==> config.mk <==
export PLATFORM = sky130hd
export DESIGN_NAME = led_pattern_sequencer_flat
export DESIGN_NICKNAME = d
export VERILOG_FILES = /design/src/rtl/led_seq_pkg.sv /design/src/rtl/led_pattern_sequencer_if.sv /design/src/rtl/led_step_unit.sv /design/src/rtl/led_pattern_sequencer.sv /design/src/flat_wrapper.sv
export SDC_FILE = /design/constraint.sdc
export NUM_CORES = 1
export LEC_CHECK = 0
export CAP_MARGIN = 25
export CORE_MARGIN = 2
export CORE_UTILIZATION = 55
export DETAILED_ROUTE_END_ITERATION = 8
export DONT_BUFFER_PORTS = 1
export HOLD_SLACK_MARGIN = 0.1
export PLACE_DENSITY = 0.71
export SLEW_MARGIN = 10
export SYNTH_ARGS = -nofsm -noshare
export SYNTH_HDL_FRONTEND = slang
export SYNTH_HIERARCHICAL = 1
export SYNTH_SLANG_ARGS = --single-unit
==> constraint.sdc <==
create_clock -name S_AXI_ACLK -period 3.6 [get_ports S_AXI_ACLK]
set_input_delay 0 -clock S_AXI_ACLK [delete_from_list [all_inputs] [get_ports S_AXI_ACLK]]
set_output_delay 0 -clock S_AXI_ACLK [all_outputs]
set_load 0.01 [all_outputs]
==> src/rtl/led_seq_pkg.sv <==
// Shared definitions for the LED pattern sequencer: register indices, CTRL fields,
// pattern modes, bounce direction and FSM state encoding.
package led_seq_pkg;

  localparam logic [1:0] REG_SEED   = 2'd0;
  localparam logic [1:0] REG_CTRL   = 2'd1;
  localparam logic [1:0] REG_PERIOD = 2'd2;
  localparam logic [1:0] REG_STATUS = 2'd3;

  localparam int unsigned CTRL_RUN_BIT  = 0;
  localparam int unsigned CTRL_MODE_LSB = 1;
  localparam int unsigned CTRL_MODE_MSB = 2;
  localparam int unsigned CTRL_DUTY_LSB = 8;
  localparam int unsigned CTRL_DUTY_MSB = 15;

  typedef enum logic [1:0] {
    ModeStatic = 2'b00,
    ModeBlink  = 2'b01,
    ModeRotate = 2'b10,
    ModeBounce = 2'b11
  } mode_e;

  typedef enum logic {
    DirLeft  = 1'b0,
    DirRight = 1'b1
  } dir_e;

  // Encoding is visible to software through STATUS[17:16].
  typedef enum logic [1:0] {
    StIdle = 2'd0,
    StLoad = 2'd1,
    StRun  = 2'd2
  } state_e;

endpackage

==> src/rtl/led_pattern_sequencer_if.sv <==
// Slave-register access bus between the AXI-Lite decode and the LED pattern sequencer.
interface led_pattern_sequencer_if #(
  parameter int unsigned C_S_AXI_ADDR_WIDTH = 4
);
  logic                          slv_reg_wren;
  logic [C_S_AXI_ADDR_WIDTH-1:0] axi_awaddr;
  logic [31:0]                   S_AXI_WDATA;
  logic [C_S_AXI_ADDR_WIDTH-1:0] axi_araddr;
  logic [31:0]                   rd_data;

  modport master (
    output slv_reg_wren,
    output axi_awaddr,
    output S_AXI_WDATA,
    output axi_araddr,
    input  rd_data
  );

  modport slave (
    input  slv_reg_wren,
    input  axi_awaddr,
    input  S_AXI_WDATA,
    input  axi_araddr,
    output rd_data
  );
endinterface

==> src/rtl/led_step_unit.sv <==
// Combinational next-pattern generator: one step of the selected LED pattern mode,
// plus the bounce direction update.
module led_step_unit
  import led_seq_pkg::*;
(
  input  logic [7:0] pattern,
  input  mode_e      mode,
  input  dir_e       dir,
  input  logic [7:0] seed,
  output logic [7:0] next_pattern,
  output dir_e       next_dir
);

  always_comb begin
    next_pattern = pattern;
    next_dir     = dir;
    unique case (mode)
      ModeStatic: next_pattern = pattern;
      ModeBlink:  next_pattern = (pattern == seed) ? 8'h00 : seed;
      ModeRotate: next_pattern = {pattern[6:0], pattern[7]};
      ModeBounce: begin
        // Direction flips on the step that lands on an edge bit.
        if (dir == DirLeft) begin
          next_pattern = {pattern[6:0], 1'b0};
          if (next_pattern[7]) next_dir = DirRight;
        end else begin
          next_pattern = {1'b0, pattern[7:1]};
          if (next_pattern[0]) next_dir = DirLeft;
        end
      end
    endcase
  end

endmodule

==> src/rtl/led_pattern_sequencer.sv <==
// Register-programmed LED pattern sequencer (static, blink, rotate, bounce).
// Optional PWM dimming of the LED bank is enabled with `define LED_SEQ_PWM_EN.
module led_pattern_sequencer
  import led_seq_pkg::*;
#(
  parameter int unsigned C_S_AXI_ADDR_WIDTH = 4,
  parameter int unsigned C_PERIOD_WIDTH     = 24
) (
  input  logic                   S_AXI_ACLK,
  input  logic                   S_AXI_ARESETN,
  led_pattern_sequencer_if.slave bus,
  output logic                   step_tick,
  output logic [7:0]             LED
);

  localparam logic [C_PERIOD_WIDTH-1:0] PeriodOne = {{(C_PERIOD_WIDTH-1){1'b0}}, 1'b1};

  logic [C_S_AXI_ADDR_WIDTH-1:0] waddr, raddr;
  logic [31:0]                   wdata;
  logic [1:0]                    wr_idx, rd_idx;
  logic                          seed_wr, ctrl_wr, period_wr;

  assign waddr  = bus.axi_awaddr;
  assign raddr  = bus.axi_araddr;
  assign wdata  = bus.S_AXI_WDATA;
  assign wr_idx = waddr[3:2];
  assign rd_idx = raddr[3:2];

  assign seed_wr   = bus.slv_reg_wren && (wr_idx == REG_SEED);
  assign ctrl_wr   = bus.slv_reg_wren && (wr_idx == REG_CTRL);
  assign period_wr = bus.slv_reg_wren && (wr_idx == REG_PERIOD);

  logic [7:0]                seed_q, seed_d, load_seed_q, load_seed_d;
  logic                      run_q, run_d;
  mode_e                     mode_q, mode_d;
  logic [C_PERIOD_WIDTH-1:0] period_q, period_d, presc_q, presc_d;
  logic [15:0]               cnt_q, cnt_d;
  logic [7:0]                pattern_q, pattern_d, step_pattern, base_d, led_d;
  dir_e                      dir_q, dir_d, step_dir;
  state_e                    state_q, state_d;
  logic                      step_d, terminal;
  logic                      pwm_gate;
  logic [7:0]                duty_rd;

  assign seed_d   = seed_wr ? wdata[7:0] : seed_q;
  assign run_d    = ctrl_wr ? wdata[CTRL_RUN_BIT] : run_q;
  assign mode_d   = ctrl_wr ? mode_e'(wdata[CTRL_MODE_MSB:CTRL_MODE_LSB]) : mode_q;
  assign period_d = period_wr ? wdata[C_PERIOD_WIDTH-1:0] : period_q;

  // PERIOD of 0 behaves as 1: every RUN cycle is a terminal cycle.
  assign terminal = (period_q == '0) || (presc_q == (period_q - PeriodOne));

  led_step_unit u_step (
    .pattern      (pattern_q),
    .mode         (mode_q),
    .dir          (dir_q),
    .seed         (load_seed_q),
    .next_pattern (step_pattern),
    .next_dir     (step_dir)
  );

  always_comb begin
    state_d     = state_q;
    pattern_d   = pattern_q;
    dir_d       = dir_q;
    presc_d     = presc_q;
    cnt_d       = cnt_q;
    load_seed_d = load_seed_q;
    step_d      = 1'b0;
    unique case (state_q)
      StIdle: begin
        if (run_d) state_d = StLoad;
      end
      StLoad: begin
        pattern_d   = seed_q;
        load_seed_d = seed_q;
        presc_d     = '0;
        dir_d       = DirLeft;
        cnt_d       = 16'd0;
        if (ctrl_wr && run_d) state_d = StLoad;
        else if (run_d)       state_d = StRun;
        else                  state_d = StIdle;
      end
      StRun: begin
        // A CTRL write always beats a coincident step.
        if (ctrl_wr) begin
          state_d = run_d ? StLoad : StIdle;
        end else if (!run_q) begin
          state_d = StIdle;
        end else if (terminal) begin
          presc_d   = '0;
          pattern_d = step_pattern;
          dir_d     = step_dir;
          cnt_d     = cnt_q + 16'd1;
          step_d    = 1'b1;
        end else begin
          presc_d = presc_q + PeriodOne;
        end
      end
      default: state_d = StIdle;
    endcase
    if (period_wr) presc_d = '0;
  end

  // LED is registered from next-state values so it tracks state/pattern on the same edge.
  assign base_d = (state_d == StRun) ? pattern_d : seed_d;
  assign led_d  = base_d & {8{pwm_gate}};

`ifdef LED_SEQ_PWM_EN
  logic [7:0] duty_q, duty_d, pwm_cnt_q, pwm_cnt_d;

  assign duty_d    = ctrl_wr ? wdata[CTRL_DUTY_MSB:CTRL_DUTY_LSB] : duty_q;
  assign pwm_cnt_d = pwm_cnt_q + 8'd1;
  assign pwm_gate  = (duty_d == 8'hFF) || (pwm_cnt_d < duty_d);
  assign duty_rd   = duty_q;

  always_ff @(posedge S_AXI_ACLK) begin
    if (S_AXI_ARESETN) begin
      duty_q    <= 8'hFF;
      pwm_cnt_q <= 8'h00;
    end else begin
      duty_q    <= duty_d;
      pwm_cnt_q <= pwm_cnt_d;
    end
  end
`else
  assign pwm_gate = 1'b1;
  assign duty_rd  = 8'h00;
`endif

  always_ff @(posedge S_AXI_ACLK) begin
    if (S_AXI_ARESETN) begin
      seed_q      <= 8'h00;
      run_q       <= 1'b0;
      mode_q      <= ModeStatic;
      period_q    <= '0;
      presc_q     <= '0;
      cnt_q       <= 16'd0;
      pattern_q   <= 8'h00;
      load_seed_q <= 8'h00;
      dir_q       <= DirLeft;
      state_q     <= StIdle;
      step_tick   <= 1'b0;
      LED         <= 8'h00;
    end else begin
      seed_q      <= seed_d;
      run_q       <= run_d;
      mode_q      <= mode_d;
      period_q    <= period_d;
      presc_q     <= presc_d;
      cnt_q       <= cnt_d;
      pattern_q   <= pattern_d;
      load_seed_q <= load_seed_d;
      dir_q       <= dir_d;
      state_q     <= state_d;
      step_tick   <= step_d;
      LED         <= led_d;
    end
  end

  logic [31:0] rd_word;

  always_comb begin
    rd_word = 32'h0;
    unique case (rd_idx)
      REG_SEED:   rd_word = {24'h0, seed_q};
      REG_CTRL:   rd_word = {16'h0, duty_rd, 5'h0, mode_q, run_q};
      REG_PERIOD: rd_word = 32'(period_q);
      REG_STATUS: rd_word = {14'h0, state_q, cnt_q};
      default:    rd_word = 32'h0;
    endcase
  end

  assign bus.rd_data = rd_word;

  // Address byte-lane bits and upper write-data bits carry no register state.
  logic unused_bits;
  assign unused_bits = ^{waddr, raddr, wdata};

endmodule

==> src/flat_wrapper.sv <==
// flat-port wrapper written by rule: the top's interface ports become plain ports
module led_pattern_sequencer_flat import led_seq_pkg::*;
#(
  parameter int unsigned C_S_AXI_ADDR_WIDTH = 4,
  parameter int unsigned C_PERIOD_WIDTH     = 24
)
  (S_AXI_ACLK, S_AXI_ARESETN, step_tick, LED, bus_slv_reg_wren, bus_axi_awaddr, bus_S_AXI_WDATA, bus_axi_araddr, bus_rd_data);
  led_pattern_sequencer_if #(.C_S_AXI_ADDR_WIDTH(C_S_AXI_ADDR_WIDTH)) bus_i ();
  input  logic S_AXI_ACLK;
  input  logic S_AXI_ARESETN;
  output logic step_tick;
  output logic [7:0] LED;
  input wire logic [$bits(bus_i.slv_reg_wren)-1:0] bus_slv_reg_wren;
  input wire logic [$bits(bus_i.axi_awaddr)-1:0] bus_axi_awaddr;
  input wire logic [$bits(bus_i.S_AXI_WDATA)-1:0] bus_S_AXI_WDATA;
  input wire logic [$bits(bus_i.axi_araddr)-1:0] bus_axi_araddr;
  output wire logic [$bits(bus_i.rd_data)-1:0] bus_rd_data;
  assign bus_i.slv_reg_wren = bus_slv_reg_wren;
  assign bus_i.axi_awaddr = bus_axi_awaddr;
  assign bus_i.S_AXI_WDATA = bus_S_AXI_WDATA;
  assign bus_i.axi_araddr = bus_axi_araddr;
  assign bus_rd_data = bus_i.rd_data;
  led_pattern_sequencer #(.C_S_AXI_ADDR_WIDTH(C_S_AXI_ADDR_WIDTH), .C_PERIOD_WIDTH(C_PERIOD_WIDTH)) u_core (.S_AXI_ACLK(S_AXI_ACLK), .S_AXI_ARESETN(S_AXI_ARESETN), .bus(bus_i), .step_tick(step_tick), .LED(LED));
endmodule
After elaboration in Yosys (flattened, before gate mapping)
Cells that the tools add are included.
Operators by class
  add/sub/neg operators: 3
  equality and inequality tests: 17
  multiplexer cells: 35
  bitwise gates (word level): 2
  reduce and logical (&&, ||, !) cells: 16
Operator list (number)
  $pmux 32 s4: 1
  $mux 24: 3
  $mux 8: 7
  $mux 16: 3
  $pmux 24 s2: 1
  $pmux 16 s2: 1
  $pmux 8 s4: 1
  $add 24x1->24 const B: 1
  $eq 24x24->1: 1
  $logic_not 24->1: 1
  $sub 24x1->24 const B: 1
  $add 16x1->16 const B: 1
  $pmux 8 s2: 1
  $eq 2x2->1 const B: 7
  $mux 1: 10
  $mux 2: 5
  $eq 2x1->1 const B: 4
  $eq 8x8->1: 1
  $logic_not 2->1: 4
  $pmux 2 s3: 1
  $reduce_and 5->1: 1
  $logic_and 1x1->1: 4
  $ne 2x1->1 const B: 2
  $ne 2x2->1 const B: 2
  8 further kinds: 9
Word-level totals
  flip-flop bits (word level): 103
  output and inout port bits: 41

Depth between registers and ports, before layout
  depth after elaboration: 8
  mapped depth: 14
  depth with buffers taken out: 10

Cells and area by module
Netlist, hierarchy kept.
Modules (own cells, without submodules)
  led_pattern_sequencer: times used 1, cells each 836, area an instance 6547.5 µm²
  led_step_unit: times used 1, cells each 63, area an instance 416.6 µm²

Worst setup path after synthesis
No wires, ideal clock.
  path kind: reg-to-reg
  start: register u_core.period_q[4]
  end: register u_core.cnt_q[3]
  setup time: 0.070 ns
  arrival: 2.936 ns
  required time: 3.530 ns
  setup slack: 0.594 ns
  cell stages (with the launch flop): 11
  period minus slack after synthesis: 3.006 ns
  cells stage by stage: dfxtp_1 -> buf_6 -> or4_1 -> buf_2 -> or4_4 -> a221oi_2 -> nand4b_1 -> nor4_2 -> a31oi_2 -> or4_1 -> a21boi_1
Between the ends
  word-level cells in the longest chain between the ends: 5
Ends and longest elaborated chain
  start: declaration: RTL line led_pattern_sequencer.sv:36  | logic [C_PERIOD_WIDTH-1:0] period_q, period_d, presc_q, presc_d;
  start signal: assignment: RTL line led_pattern_sequencer.sv:149  | period_q <= period_d;
  $sub 24x1->24: RTL line led_pattern_sequencer.sv:51  | assign terminal = (period_q == '0) || (presc_q == (period_q - PeriodOne));
  $eq 24x24->1: RTL line led_pattern_sequencer.sv:51
  $logic_or 1x1->1 (*): RTL line led_pattern_sequencer.sv:51
  $ne 2x1->1 (no source line) (*)
  $reduce_and 4->1 (no source line) (*)
  end signal: assignment: RTL line led_pattern_sequencer.sv:151  | cnt_q <= cnt_d;
  end: declaration: RTL line led_pattern_sequencer.sv:37  | logic [15:0] cnt_q, cnt_d;
Mark *: on every way between the ends. The rest lies on a longest branch, timed or not.
A chain may end at the register's enable or synchronous reset.

Worst setup path in the final report
  start: register u_core.period_q[7]
  end: register u_core.cnt_q[10]
Same word-level chain as after synthesis.

==> results.json <==
{
  "powerDensity_nw_per_um2": 343,
  "finClkSkew_ns": 0.0121,
  "finalHoldViolCount": 0,
  "yosysSeqAreaShare_pct": 29.6,
  "async_flop_share_pct": 0,
  "period_share_pct": 100,
  "grt_overflow": 0,
  "crit_path_cell_trace": "or4_1 > or4_4 > a221oi_2 > nand4_1 > nor4_4 > buf_4 > a21oi_4 > buf_6 > nor3_1 > mux2i_1",
  "critPathMaxStageDelay_ns": 0.59,
  "synth_xor_xnor_area_share_pct": 4.78,
  "cts_buffers": 9,
  "gp_congestion": 0.939,
  "startpoint": "u_core/period_q[7]",
  "grt_pass1_wl_um": 34300,
  "area_growth_pct": 10.9,
  "drive_gt1_share_pct": 10.2,
  "synthMuxAreaShare_pct": 8.30,
  "synth_compound_area_share_pct": 16.5,
  "critPathRequiredTime_ns": 3.89,
  "synth_simple_gate_area_share_pct": 32.1,
  "cts_root_buffer": "clkbuf_16",
  "synth-edff-count": 0,
  "whs_ns": 0.125,
  "cap_viol_max_count": 0,
  "setup_viol": 2,
  "cp-endpoint": "u_core/cnt_q[10]",
  "track_usage_pct": 32.6,
  "yosysWarningCount": 6,
  "critPathKind": "reg2reg",
  "num_rows": 41,
  "vias": 7115,
  "drv_slew": 0,
  "post_drt_via_cell_ratio": 6.55,
  "vdd_drop_max_mv": 0.300,
  "synth_ff_type": "dfxtp_1",
  "critPathMaxFanout": 11,
  "rr_startpoint": "u_core/period_q[7]",
  "grt_max_degree": 71,
  "mostFrequentLayoutCell": "nand2_1",
  "multi_input_area_um2": 4470,
  "drt_pass1_iterations": 6,
  "initial_core_util_pct": 55.9,
  "synth_cells": 899,
  "cts_tree": "built",
  "r2r_end": "u_core/cnt_q[10]",
  "clkTransAtPathRegs_ns": 0.08,
  "antenna_found_initial": 1,
  "ys_seq_elements": 103,
  "syn_area_per_cell_um2": 7.75,
  "wl_per_cell_um": 20.6,
  "drtAntennaViolNets": 0,
  "arrival_ns": 3.91,
  "htreeDepth": 3,
  "end_kind": "flip-flop",
  "clk_latency_ns": 0.36,
  "reg2reg_depth": 10,
  "fin_cells": 1086,
  "ios": 84,
  "p_leak_uw": 0.00285,
  "fmax_mhz": 277,
  "hp-class": "in2reg",
  "slowest_stage": "or4_1",
  "p_comb_share_pct": 18.3,
  "fin_crit_ns": 3.62,
  "final_cell_mix": "nand2_1 (119), dfxtp_1 (102), a21oi_1 (56), nor2_1 (53), mux2i_1 (51)",
  "num-fill-cells": 1118,
  "drt_iter0_drc": 703,
  "synth_top_family_by_area": "simple AND/OR/NAND/NOR gates",
  "detailed_place_hpwl_um": 15200,
  "switching_share_pct": 29.6,
  "power.internal_uw": 1860,
  "die_area_um2": 13600,
  "finish.utilization_pct": 61.9,
  "clkPwrFrac_pct": 37.0,
  "timing.slew.headroom_pct": 22.7,
  "portBuffers": 0,
  "regArea_um2": 2060,
  "r2r_slack_ns": -0.02,
  "tightestPinTransition_ns": 1.15,
  "setup_ws_ns": -0.0164,
  "die_h_um": 117,
  "total_power_uw": 2650,
  "dieWidth_um": 117,
  "net-switching-power_uw": 785,
  "synth_area_um2": 6960,
  "fin_nets": 958,
  "totalWireLength_um": 22400,
  "drc": 0,
  "startpoint_type": "flip-flop",
  "dp_cells": 1033,
  "status": "finished, violations left",
  "seq_power_share_pct": 44.8,
  "synth_fa_ha_area_share_pct": 1.44,
  "cts_buffer_depth": 2,
  "violations": "negative setup slack",
  "core-area_um2": 12500,
  "clock_sinks": 103,
  "synth_cell_types": 78,
  "grt_pass1_vias": 6424
}
==> cell families (layout without fill, tap and decap cells) <==
family,Yosys count,in the layout
simple gates,423,423
xor+xnor,38,38
other cells,1,10
fa+ha+maj,8,8
mux,54,54
buf+inv,97,102
flops,103,103
compound gates,175,176
==> critical path, delay by kind of cell, from the launching register on <==
| kind | cells | cell delay [ns] |
|---|---|---|
| simple gates | 5 | 1.99 |
| compound gates | 2 | 0.46 |
| buf+inv | 2 | 0.43 |
| flops | 1 | 0.42 |
| mux | 1 | 0.22 |
==> power groups by stage <==
stage,Sequential (uW),Combinational (uW),Clock [uW]
after floorplan,1200,332,0
after global placement,1210,395,0
after detailed placement,1210,406,0
after CTS,1180,453,991
after global routing,1190,516,1030
final,1190,484,979
==> synthesized netlist by cell type (8+ instances only) <==
cell type | instances | area (um^2)
o211ai_1 | 15 | 113
and2_1 | 9 | 56.3
nand3_1 | 48 | 240
ha_1 | 8 | 100
or3_1 | 17 | 106
nor2b_1 | 19 | 119
nand2_1 | 119 | 447
and3_1 | 29 | 181
dfxtp_1 | 103 | 2060
nor3_1 | 38 | 190
mux2i_1 | 51 | 510
buf_2 | 9 | 45.0
nand4_1 | 17 | 106
xor2_1 | 20 | 175
xnor2_1 | 18 | 158
nor2_1 | 53 | 199
o21ai_0 | 35 | 175
inv_1 | 19 | 71.3
buf_4 | 9 | 67.6
clkbuf_1 | 44 | 165
a21oi_1 | 57 | 285
nor4_1 | 16 | 100
==> area by class of cell <==
type,count,area share (%)
Multi-Input combinational cell,707,57.8
Sequential cell,103,26.7
Timing Repair Buffer,67,7.89
Clock buffer,12,3.32
Tap cell,172,2.79
Inverter,19,0.924
Clock inverter,4,0.438
Antenna cell,2,0.0648
==> layer usage <==
layer  track usage (%)  share of wire [%]  routed length (um)
met5                 0                  0                   0
met4              13.3                3.7                 826
met3              7.06                7.9                1760
met2              56.2                 50               11100
met1              39.6                 39                8630
==> what timing repair did <==
| item | CTS | global route |
|---|---|---|
| hold endpoints to repair | 83 | 0 |
| hold buffers | 31 | 0 |
| endpoints found under the setup margin | 0 | 13 |
| gates resized for setup | 0 | 6 |
| setup buffers | 0 | 2 |
==> worst min path at each step <==
stage | slack, ns | cells after the start | startpoint | to
after floorplan | 0.14 | 2 | bus_S_AXI_WDATA[4] | u_core/period_q[4]
after global placement | 0.08 | 1 | S_AXI_ARESETN | u_core/cnt_q[1]
after detailed placement | 0.08 | 1 | S_AXI_ARESETN | u_core/load_seed_q[5]
after CTS | 0.12 | 4 | bus_axi_awaddr[2] | u_core/seed_q[1]
after global routing | 0.13 | 4 | bus_axi_awaddr[2] | u_core/seed_q[1]
final | 0.12 | 4 | bus_axi_awaddr[2] | u_core/seed_q[2]
==> state kept, by name, indices dropped and copies added (netlist names) <==
| register | flops |
|---|---|
| u_core/mode_q | 2 |
| u_core/dir_q | 1 |
| u_core/cnt_q | 16 |
| u_core/LED | 8 |
| u_core/presc_q | 24 |
| u_core/state_q | 2 |
| u_core/step_tick | 1 |
| u_core/pattern_q | 8 |
| u_core/period_q | 24 |
| u_core/run_q | 1 |
| u_core/load_seed_q | 8 |
| u_core/seed_q | 8 |
==> through the flow <==
stage | TNS [ns] | area (um^2) | setup WS (ns)
floorplan | 0 | 6990 | 0.594
global placement | 0 | 7040 | 0.264
detailed placement | 0 | 7040 | 0.131
CTS | 0 | 7650 | 0.0960
global route | -0.107 | 7720 | -0.0335
finish | -0.0285 | 7720 | -0.0164
No activity file was read; power rests on OpenSTA's default activity.
